### config.mk
export PLATFORM = sky130hd
export DESIGN_NAME = datapath2
export DESIGN_NICKNAME = d
export VERILOG_FILES = /design/src/rtl/datapath2.sv
export SDC_FILE = /design/constraint.sdc
export NUM_CORES = 1
export LEC_CHECK = 0
export ABC_CLOCK_PERIOD_IN_PS = 4500
export CORE_MARGIN = 3
export CORE_UTILIZATION = 25
export DETAILED_ROUTE_END_ITERATION = 6
export DONT_BUFFER_PORTS = 1
export PLACE_DENSITY = 0.36
export RECOVER_POWER = 100
export SLEW_MARGIN = 20
export SYNTH_ARGS = -nofsm -noshare
export SYNTH_HDL_FRONTEND = slang
export SYNTH_SLANG_ARGS = --single-unit
### constraint.sdc
create_clock -name clk -period 4.5 [get_ports clk]
set_clock_uncertainty 0.2 [all_clocks]
set_input_delay 0.9 -clock clk [delete_from_list [all_inputs] [get_ports clk]]
set_output_delay 0.9 -clock clk [all_outputs]
set_load 0.05 [all_outputs]
### src/rtl/datapath2.sv
// rtl/datapath2.sv - 16-entry register file with a 4-function ALU and registered flags
//
// Purpose:
//   Datapath slave of control2. Each cycle the control word selects two
//   operands from the register file (B may instead be the external i_data).
//   It also selects an ALU function and, optionally, a destination register
//   for the result.
//   The result, a zero flag and an A>B flag are registered every cycle and
//   returned to the controller one cycle later.
//
// Configuration:
//   DATAPATH2_SIGNED_EN  defined   -> mayor uses a two's-complement compare
//                        undefined -> mayor uses an unsigned compare (default)
//
// Ports:
//   clk       in   system clock, rising-edge active
//   rst_n     in   asynchronous active-low reset
//   i_ctrl    in   [14:13] cnt_alu, [12:9] slc_mux_a, [8:5] slc_mux_b,
//                  [4:1] slc_reg, [0] w
//   i_data    in   external operand, taken on B when slc_mux_b == 4'hF
//   mayor     out  registered (A > B)
//   bandera   out  registered (ALU result == 0)
//   o_result  out  registered ALU result
module datapath2 #(
  parameter int DW = 8
) (
  input  logic          clk,
  input  logic          rst_n,
  input  logic [14:0]   i_ctrl,
  input  logic [DW-1:0] i_data,
  output logic          mayor,
  output logic          bandera,
  output logic [DW-1:0] o_result
);

  localparam logic [1:0] ALU_PASS = 2'b00;
  localparam logic [1:0] ALU_ADD  = 2'b01;
  localparam logic [1:0] ALU_SUB  = 2'b10;
  localparam logic [1:0] ALU_AND  = 2'b11;

  logic [1:0]    cnt_alu;
  logic [3:0]    slc_mux_a;
  logic [3:0]    slc_mux_b;
  logic [3:0]    slc_reg;
  logic          w;

  logic [DW-1:0] regs [16];
  logic [DW-1:0] op_a;
  logic [DW-1:0] op_b;
  logic [DW-1:0] alu_res;
  logic          a_gt_b;

  assign cnt_alu   = i_ctrl[14:13];
  assign slc_mux_a = i_ctrl[12:9];
  assign slc_mux_b = i_ctrl[8:5];
  assign slc_reg   = i_ctrl[4:1];
  assign w         = i_ctrl[0];

  // Reads are taken straight from the array, so a write to the same index
  // in this cycle is only visible from the next cycle on.
  assign op_a = regs[slc_mux_a];
  assign op_b = (slc_mux_b == 4'hF) ? i_data : regs[slc_mux_b];

  // Carry and borrow fall off the top: results wrap modulo 2^DW.
  always_comb begin
    alu_res = op_a;
    case (cnt_alu)
      ALU_PASS: alu_res = op_a;
      ALU_ADD:  alu_res = op_a + op_b;
      ALU_SUB:  alu_res = op_a - op_b;
      ALU_AND:  alu_res = op_a & op_b;
      default:  alu_res = op_a;
    endcase
  end

`ifdef DATAPATH2_SIGNED_EN
  assign a_gt_b = $signed(op_a) > $signed(op_b);
`else
  assign a_gt_b = op_a > op_b;
`endif

  always_ff @(posedge clk or negedge rst_n) begin
    if (!rst_n) begin
      for (int k = 0; k < 16; k++) begin
        regs[k] <= '0;
      end
    end else if (w) begin
      regs[slc_reg] <= alu_res;
    end
  end

  // Outputs follow the control word every cycle, independent of w.
  always_ff @(posedge clk or negedge rst_n) begin
    if (!rst_n) begin
      o_result <= '0;
      bandera  <= 1'b0;
      mayor    <= 1'b0;
    end else begin
      o_result <= alu_res;
      bandera  <= (alu_res == '0);
      mayor    <= a_gt_b;
    end
  end

endmodule
==> metrics.md, run 1 <==
| Metric | Value |
|---|---|
| Status | finished with violations |
| Failing checks | max-capacitance violations, max-slew violations |
| Post-cts repair resize count | 0 |
| Fmax | 242 MHz |
| Worst EP required | 4640 ps |
| Primary FF master, synth | dfrtp_1 |
| Slew HR | -1.17 |
| Synth-to-layout area growth | 12.7% |
| Mapped Nets | 627 |
| Via count of the first global-routing pass | 5291 |
| Syn avg cell area | 13.8 µm² |
| DR iter-0 viols | 445 |
| Fin util | 0.291 |
| Clock Sinks | 138 |
| Fraction of layout cells with a size suffix above 1 | 0.394 |
| I/O Pins | 35 |
| Root Driver | clkbuf_16 |
| Antenna cells | 0 |
| Gr ovfl total | 0 |
| Via count | 5019 |
| Register area share after synthesis | 0.430 |
| GRT met1 Usage | 0.228 |
| CTS Hold Bufs | 1 |
| DP Wirelength | 15.8 mm |
| Post-route clock period utilization | 0.920 |
| Post-Syn Area | 0.00802 mm² |
| CTS tree | done |
| Pwr/cell area | 647 mW/mm² |
| RSZ-0062 raised after global routing | no |
| Clk_lat worst skew | 430 ps |
| First-pass GRT wire length | 37.3 mm |
| Fin. max-slew vios | 139 |
| Setup WS pre-CTS | -63.9 ps |
| Setup Fix Bufs, Post-CTS | 0 |
| Critical path startpoint category | input pin |
| Met3 Use GR | 0.0306 |
| Top cell type's share of synthesized area | 0.430 |
| Slew at the pin closest to its max-slew limit | 3250 ps |
| Die area | 0.0343 mm² |
| Post-synth top area cell | dfrtp_1 |
| Fin nets | 622 |
| Drt wl/cell | 25.5 µm |
| Setup tns final | 0 ps |
| Final WL | 25.2 mm |
| Worst hold path class | reg -> reg |
| Setup CP Type | in -> reg |
| Yosys reg bits | 138 |
| 1st-pass router iterations | 4 |
| VDD IR-drop max | 0.283 mV |
| Number of synthesized flops with an enable pin | 0 |
| ANT nets after route | 0 |
| Total GRT Usage | 0.153 |
| TritonCTS Buffers | 17 |
| Num rows | 64 |
| Hold path depth | 1 |
| Final Hold Vio Count | 0 |
| Setup ws final | 362 ps |
| PortBufs | 0 |
| Worst Reg-to-Reg Cells | 13 |
| Htree depth | 4 |
| Longest Clk Path Bufs | 2 |
| Number of vias per cell | 5.09 |
| Final routed DRC violation total | 0 |
| Clk slew on worst S/H paths | 70 ps |
| Synth cell count leaders | dfrtp_1, mux2_2, mux4_2, nor2_1, o21ai_0 |
| Busiest grt layer | met1 |
| CP Data Arrival Time | 4280 ps |
| Synth area leaders | dfrtp_1, mux4_2, mux2_2 |
| Initial core utilization | 0.258 |
| Element type at the critical path end | register |
| Post-Synthesis Cells | 583 |
| Crit path time final | 4140 ps |
| Final setup violation count | 0 |
| Die width | 185 µm |
| Unique cell type count in the Yosys netlist | 46 |
| Peak fanout along the critical path | 31 |
| Initial antenna violation count | 0 |
| Async set-reset flop share out of synthesis | 1.00 |
| Die Ht | 185 µm |
| Count leader, synth | dfrtp_1 |
| Pleak | 3.85 nW |
| Largest net degree at the start of global routing | 139 |
| Routability cong. | 0.798 |
| Core footprint | 0.0311 mm² |
| Ys Warns | 0 |
| Max-cap viol count | 1 |
| GR met2 Demand/Resource | 0.227 |
## cell usage in the layout, fill, tap and decap left out, types with 3 or more instances in the layout
master / Yosys / routed
a211oi_1: 3 / 3
a21o_1: 4 / 4
a21oi_1: 21 / 21
buf_12: 0 / 3
buf_4: 2 / 11
clkbuf_1: 18 / 4
clkbuf_16: 0 / 17
dfrtp_1: 138 / 138
ha_1: 17 / 17
inv_1: 18 / 18
inv_6: 0 / 5
inv_8: 0 / 4
mux2_1: 0 / 3
mux2_2: 116 / 116
mux2i_1: 17 / 17
mux4_1: 7 / 7
mux4_2: 62 / 62
nand2_1: 20 / 20
nand2b_1: 7 / 7
nor2_1: 26 / 22
nor2_2: 1 / 5
nor2b_1: 5 / 5
nor3_1: 2 / 3
nor3b_1: 3 / 3
o21ai_0: 24 / 23
o221ai_1: 7 / 6
xnor2_1: 10 / 10
## sequential cells by signal (all words and copies together) (netlist names)
signal,flops
regs,128
mayor,1
bandera,1
o_result,8
## path summary, 6_finish.rpt
| path | to | startpoint | slack (ps) |
|---|---|---|---|
| setup reg to reg | regs[38]$_DFFE_PN0P_ | regs[96]$_DFFE_PN0P_ | 460 |
| min in group asynchronous | regs[49]$_DFFE_PN0P_ | rst_n | 1330 |
| hold reg to reg | regs[1]$_DFFE_PN0P_ | regs[1]$_DFFE_PN0P_ | 310 |
| hold / removal | regs[1]$_DFFE_PN0P_ | regs[1]$_DFFE_PN0P_ | 310 |
| max in group asynchronous | regs[56]$_DFFE_PN0P_ | rst_n | 840 |
| setup / recovery | bandera$_DFF_PN0_ | i_ctrl[10] | 360 |
## layout make-up
class,instances,area [µm²]
clock inverters,15,154
inverters,18,67.6
well taps,396,495
clock buffers,17,425
multi-input cells,384,4280
fillers,3113,22000
repair buffers,19,163
flip-flops and latches,138,3450
## cell families (layout without fill, tap and decap cells)
family / Yosys count / in the layout / synth area share
AOI/OAI and AO/OA: 73 / 73 / 0.0577
xor gates and xnor gates: 11 / 11 / 0.0120
adders and majority gates: 19 / 19 / 0.0315
buffers and inverters: 61 / 69 / 0.0352
DFF: 138 / 138 / 0.430
muxes: 205 / 205 / 0.387
and+or+nand+nor: 76 / 76 / 0.0466
## worst max-delay path, stage by stage
cell and delay [ps]:
mux4_1 560, mux4_2 480, ha_1 400, nor3b_1 220
nor3_1 70, clkbuf_1 130, o31ai_1 330, xnor2_1 100
mux4_2 650, nand4bb_1 260, nor3_1 150
## per-layer routing
| layer | wire, µm | vias up |
|---|---|---|
| met2 | 11300 | 99 |
| met1 | 12300 | 2704 |
| met4 | 264 | 0 |
| met5 | 0 | - |
| li1 | - | 2202 |
| met3 | 1330 | 14 |
## power by group
group / total, W / internal, W / switching, W
clock network: 0.00141 / 0.000784 / 0.000624
logic: 0.00221 / 0.00121 / 0.00100
registers: 0.00223 / 0.00173 / 0.000498
## stage by stage
stage	cells	total power, W	instance area (µm²)	hold slack, ps
after floorplan	583	0.00387	8050	261
after global placement	954	0.00444	8500	285
after detailed placement	954	0.00449	8500	294
after CTS	987	0.00596	9110	291
after global routing	987	0.00622	9040	334
final	987	0.00585	9040	305
Note: power is estimated with default switching activity, not from simulation.
==> run 2, diff against run 1 <==
--- a/config.mk
+++ b/config.mk
@@ -7,10 +7,10 @@
 export LEC_CHECK = 0
 export ABC_CLOCK_PERIOD_IN_PS = 4500
 export CORE_MARGIN = 3
-export CORE_UTILIZATION = 25
+export CORE_UTILIZATION = 50
 export DETAILED_ROUTE_END_ITERATION = 6
 export DONT_BUFFER_PORTS = 1
-export PLACE_DENSITY = 0.36
+export PLACE_DENSITY = 0.63
 export RECOVER_POWER = 100
 export SLEW_MARGIN = 20
 export SYNTH_ARGS = -nofsm -noshare
==> metrics.md, run 2 (same netlist as run 1, synthesis figures left out) <==
| Metric | Value |
|---|---|
| 1st-pass router iterations | 5 |
| R2R setup slack | 310 ps |
| CTS tree | done |
| Clock Sinks | 138 |
| DR iter-0 viols | 332 |
| Critical path startpoint category | input pin |
| PortBufs | 0 |
| Final WL | 20.5 mm |
| Failing checks | max-capacitance violations, max-slew violations |
| Crit path time final | 4280 ps |
| Final setup violation count | 0 |
| Slew at the pin closest to its max-slew limit | 3070 ps |
| Routability cong. | 0.861 |
| Root Driver | clkbuf_16 |
| Die Ht | 133 µm |
| Core footprint | 0.0154 mm² |
| Worst hold path class | reg -> reg |
| Largest net degree at the start of global routing | 139 |
| Gr ovfl total | 0 |
| Element type at the critical path end | register |
| Commonest cells after routing, fill and taps aside | dfrtp_1, mux2_2, mux4_2, nor2_1, o21ai_0 |
| Clk slew on worst S/H paths | 60 ps |
| Peak fanout along the critical path | 41 |
| Pwr/cell area | 661 mW/mm² |
| Synth-to-layout area growth | 9.50% |
| Die width | 133 µm |
| Worst EP required | 4570 ps |
| First-pass GRT wire length | 32.7 mm |
| Fin nets | 616 |
| Status | finished with violations |
| Longest Clk Path Bufs | 2 |
| Setup WS pre-CTS | 2.95 ps |
| Num rows | 45 |
| Via count of the first global-routing pass | 5429 |
| Via count | 5123 |
| Setup CP Type | in -> reg |
| Antenna cells | 0 |
| Post-cts repair resize count | 0 |
| Sequence of cells on the critical path | mux4_2 > mux2_2 > o221ai_2 > inv_1 > fa_1 > o21bai_1 > a21oi_1 > xnor2_1 > o211a_1 > nor2_1 > clkbuf_1 > o21ai_0 |
| Number of vias per cell | 6.44 |
| RSZ-0062 raised after global routing | no |
| ANT nets after route | 0 |
| Slew HR | -1.05 |
| Drt wl/cell | 25.8 µm |
| Reg with most FFs | regs |
| Final Hold Vio Count | 0 |
| Pleak | 3.83 nW |
| Setup tns final | 0 ps |
| CP Data Arrival Time | 4360 ps |
| Max reg flops | 128 |
| Die area | 0.0176 mm² |
| Setup ws final | 216 ps |
| Most common cell after layout, fill and taps aside | dfrtp_1 |
| DP Wirelength | 13.2 mm |
| Fin. max-slew vios | 139 |
| Initial core utilization | 0.520 |
| TritonCTS Buffers | 17 |
| Regs by FF count | regs x128, o_result x8 |
| Total GRT Usage | 0.247 |
| I/O Pins | 35 |
| Final routed DRC violation total | 0 |
| Post-route clock period utilization | 0.952 |
| VDD IR-drop max | 0.365 mV |
| CP peak stage delay | 570 ps |
| Initial antenna violation count | 0 |
| Fmax | 233 MHz |
| Max-cap viol count | 1 |
| Slowest stage cell, crit path | clkbuf_1 |
| Clk_lat worst skew | 430 ps |
| Htree depth | 4 |
| Fraction of layout cells with a size suffix above 1 | 0.386 |
-- run 2: power by group --
group | internal (W) | leakage, nW | switching, W
clock | 0.000907 | 0.291 | 0.000556
combinational | 0.00115 | 1.78 | 0.000962
sequential | 0.00174 | 1.76 | 0.000488
total | 0.00380 | 3.83 | 0.00201
-- run 2: stage by stage --
stage | total power [W] | hold WS [ps] | area [µm²] | cells | util
2_1_floorplan | 0.00387 | 261 | 8050 | 583 | -
3_3_place_gp | 0.00423 | 283 | 8190 | 763 | 0.531
3_5_place_dp | 0.00435 | 291 | 8190 | 763 | 0.531
4_1_cts | 0.00585 | 301 | 8840 | 796 | 0.573
5_1_grt | 0.00615 | 321 | 8790 | 796 | 0.570
6_report | 0.00580 | 305 | 8790 | 796 | 0.570
-- run 2: final timing paths --
path	from	endpoint	depth (start not counted)
setup / recovery	i_ctrl[5]	regs[124]$_DFFE_PN0P_	12
hold / removal	regs[1]$_DFFE_PN0P_	regs[1]$_DFFE_PN0P_	1
setup reg to reg	regs[33]$_DFFE_PN0P_	regs[124]$_DFFE_PN0P_	12
hold reg to reg	regs[1]$_DFFE_PN0P_	regs[1]$_DFFE_PN0P_	1
max in group asynchronous	rst_n	regs[46]$_DFFE_PN0P_	1
min in group asynchronous	rst_n	regs[57]$_DFFE_PN0P_	1
-- run 2: timing repair --
action / in CTS / in global routing
endpoints found under the hold margin: 138 / 0
setup buffers: 0 / 0
hold buffers: 1 / 0
-- run 2: critical path: cells and delay by family --
| kind | cells | cell delay (ps) |
|---|---|---|
| buffers and inverters | 2 | 710 |
| xor gates and xnor gates | 1 | 150 |
| muxes | 2 | 780 |
| AOI/OAI and AO/OA | 5 | 1190 |
| and+or+nand+nor | 1 | 150 |
| adders and majority gates | 1 | 460 |
-- run 2: final cells by class --
type                    count  area [µm²]
clock buffers              20         457
clock inverters            12         163
fillers                  1275        6640
inverters                  18        67.6
multi-input cells         384        4290
flip-flops and latches    138        3450
well taps                 211         264
repair buffers             13        96.3
-- run 2: routing by layer --
metal | share of wire | GRT usage
met1 | 0.44 | 0.343
met2 | 0.47 | 0.375
met3 | 0.074 | 0.0741
met4 | 0.022 | 0.0820
met5 | 0 | 0
==> run 3, diff against run 2 <==
--- a/config.mk
+++ b/config.mk
@@ -10,6 +10,7 @@
 export CORE_UTILIZATION = 50
 export DETAILED_ROUTE_END_ITERATION = 6
 export DONT_BUFFER_PORTS = 1
+export MAX_ROUTING_LAYER = met4
 export PLACE_DENSITY = 0.63
 export RECOVER_POWER = 100
 export SLEW_MARGIN = 20
==> metrics.md, run 3 (same netlist as run 1, synthesis figures left out) <==
| Metric | Value |
|---|---|
| Fraction of layout cells with a size suffix above 1 | 0.388 |
| Gr ovfl total | 0 |
| Final routed DRC violation total | 0 |
| First-pass GRT wire length | 32.7 mm |
| Max reg flops | 128 |
| Routability cong. | 0.874 |
| Num rows | 45 |
| I/O Pins | 35 |
| Peak fanout along the critical path | 41 |
| Commonest cells after routing, fill and taps aside | dfrtp_1, mux2_2, mux4_2, nor2_1, o21ai_0 |
| Via count | 5146 |
| Total GRT Usage | 0.255 |
| Sequence of cells on the critical path | mux4_2 > mux4_2 > o21a_1 > ha_1 > fa_1 > o21bai_1 > a21oi_1 > xnor2_1 > o211a_1 > nor2_1 > clkbuf_1 > o21ai_0 |
| Post-cts repair resize count | 0 |
| Final non-filler cell total | 796 |
| PortBufs | 0 |
| TritonCTS Buffers | 17 |
| Reg with most FFs | regs |
| Root Driver | clkbuf_16 |
| Critical path startpoint category | input pin |
| Die area | 0.0176 mm² |
| Hold path startpoint | regs[1]$_DFFE_PN0P_ |
| Clk_lat worst skew | 420 ps |
| Via count of the first global-routing pass | 5434 |
| Longest Clk Path Bufs | 2 |
| Slew HR | -1.07 |
| Most common cell after layout, fill and taps aside | dfrtp_1 |
| Final Hold Vio Count | 0 |
| Die Ht | 133 µm |
| Final setup violation count | 0 |
| DP Wirelength | 13.2 mm |
| Clk slew on worst S/H paths | 60 ps |
| Setup tns final | 0 ps |
| Slowest stage cell, crit path | clkbuf_1 |
| Fin nets | 616 |
| Antenna cells | 0 |
| Setup Fix Bufs, Post-CTS | 0 |
| Status | finished with violations |
| Die width | 133 µm |
| Most frequent CP cell | mux4_2 |
| Failing checks | max-capacitance violations, max-slew violations |
| CTS Hold Bufs | 1 |
| Initial core utilization | 0.520 |
| VDD IR-drop max | 0.361 mV |
| Largest net degree at the start of global routing | 139 |
| Drt wl/cell | 25.9 µm |
| Regs by FF count | regs x128, o_result x8 |
| Fin. max-slew vios | 139 |
| DR iter-0 viols | 300 |
| Crit path time final | 4250 ps |
| Pwr/cell area | 660 mW/mm² |
| Slew at the pin closest to its max-slew limit | 3100 ps |
| CP peak stage delay | 560 ps |
| Worst EP required | 4570 ps |
| Synth-to-layout area growth | 9.53% |
| Worst r2r src | regs[33]$_DFFE_PN0P_ |
| Max-cap viol count | 1 |
| CP Data Arrival Time | 4330 ps |
| Post-route clock period utilization | 0.946 |
| 1st-pass router iterations | 4 |
| Worst hold path class | reg -> reg |
| Fmax | 235 MHz |
| Pleak | 3.83 nW |
| Setup CP Type | in -> reg |
| Initial antenna violation count | 0 |
| Core footprint | 0.0154 mm² |
| Number of vias per cell | 6.46 |
| ANT nets after route | 0 |
| Htree depth | 4 |
| Inst Count DP | 763 |
| Clock Sinks | 138 |
| RSZ-0062 raised after global routing | no |
| CTS tree | done |
| Worst Setup SP | i_ctrl[5] |
| Final WL | 20.6 mm |
| Element type at the critical path end | register |
==> run 3: report_power, final <==
group / switching (W) / internal [W]
registers: 0.000493 / 0.00174
logic: 0.000957 / 0.00115
clock network: 0.000556 / 0.000908
==> run 3: layout make-up <==
| class | count | area, µm² |
|---|---|---|
| Timing Repair Buffer | 13 | 96.3 |
| Multi-Input combinational cell | 384 | 4290 |
| Tap cell | 211 | 264 |
| Clock buffer | 20 | 457 |
| Clock inverter | 12 | 163 |
| Inverter | 18 | 67.6 |
| Fill cell | 1274 | 6640 |
| Sequential cell | 138 | 3450 |
==> run 3: final timing paths <==
kind                       cells past startpoint                     to  slack (ps)
max                                           12  regs[124]$_DFFE_PN0P_         250
min                                            1    regs[1]$_DFFE_PN0P_         300
max reg2reg                                   12  regs[124]$_DFFE_PN0P_         340
min reg2reg                                    1    regs[1]$_DFFE_PN0P_         300
max in group asynchronous                      1   regs[88]$_DFFE_PN0P_         970
min in group asynchronous                      1   regs[57]$_DFFE_PN0P_        1300
==> run 3: metal layers <==
metal | global-route usage | routed length (µm) | vias to the layer above
li1 | - | - | 2207
met5 | - | 0 | -
met2 | 0.375 | 9580 | 175
met4 | 0.0808 | 446 | 0
met3 | 0.0715 | 1440 | 38
met1 | 0.346 | 9110 | 2726
==> run 3: through the flow <==
| stage | total power (W) | util | instance area, µm² | hold slack [ps] | setup WS [ps] |
|---|---|---|---|---|---|
| 2_1_floorplan | 0.00387 | - | 8050 | 261 | 21.2 |
| 3_3_place_gp | 0.00423 | 0.531 | 8190 | 283 | 132 |
| 3_5_place_dp | 0.00435 | 0.531 | 8190 | 291 | 2.95 |
| 4_1_cts | 0.00585 | 0.573 | 8840 | 301 | 440 |
| 5_1_grt | 0.00615 | 0.570 | 8790 | 321 | 124 |
| 6_report | 0.00580 | 0.570 | 8790 | 303 | 245 |
==> run 3: critical path, delay by kind of cell <==
kind	cells	cell delay [ps]
fa+ha+maj	2	610
compound gates	5	990
simple gates	1	140
buf+inv	1	560
mux	2	960
xor+xnor	1	150
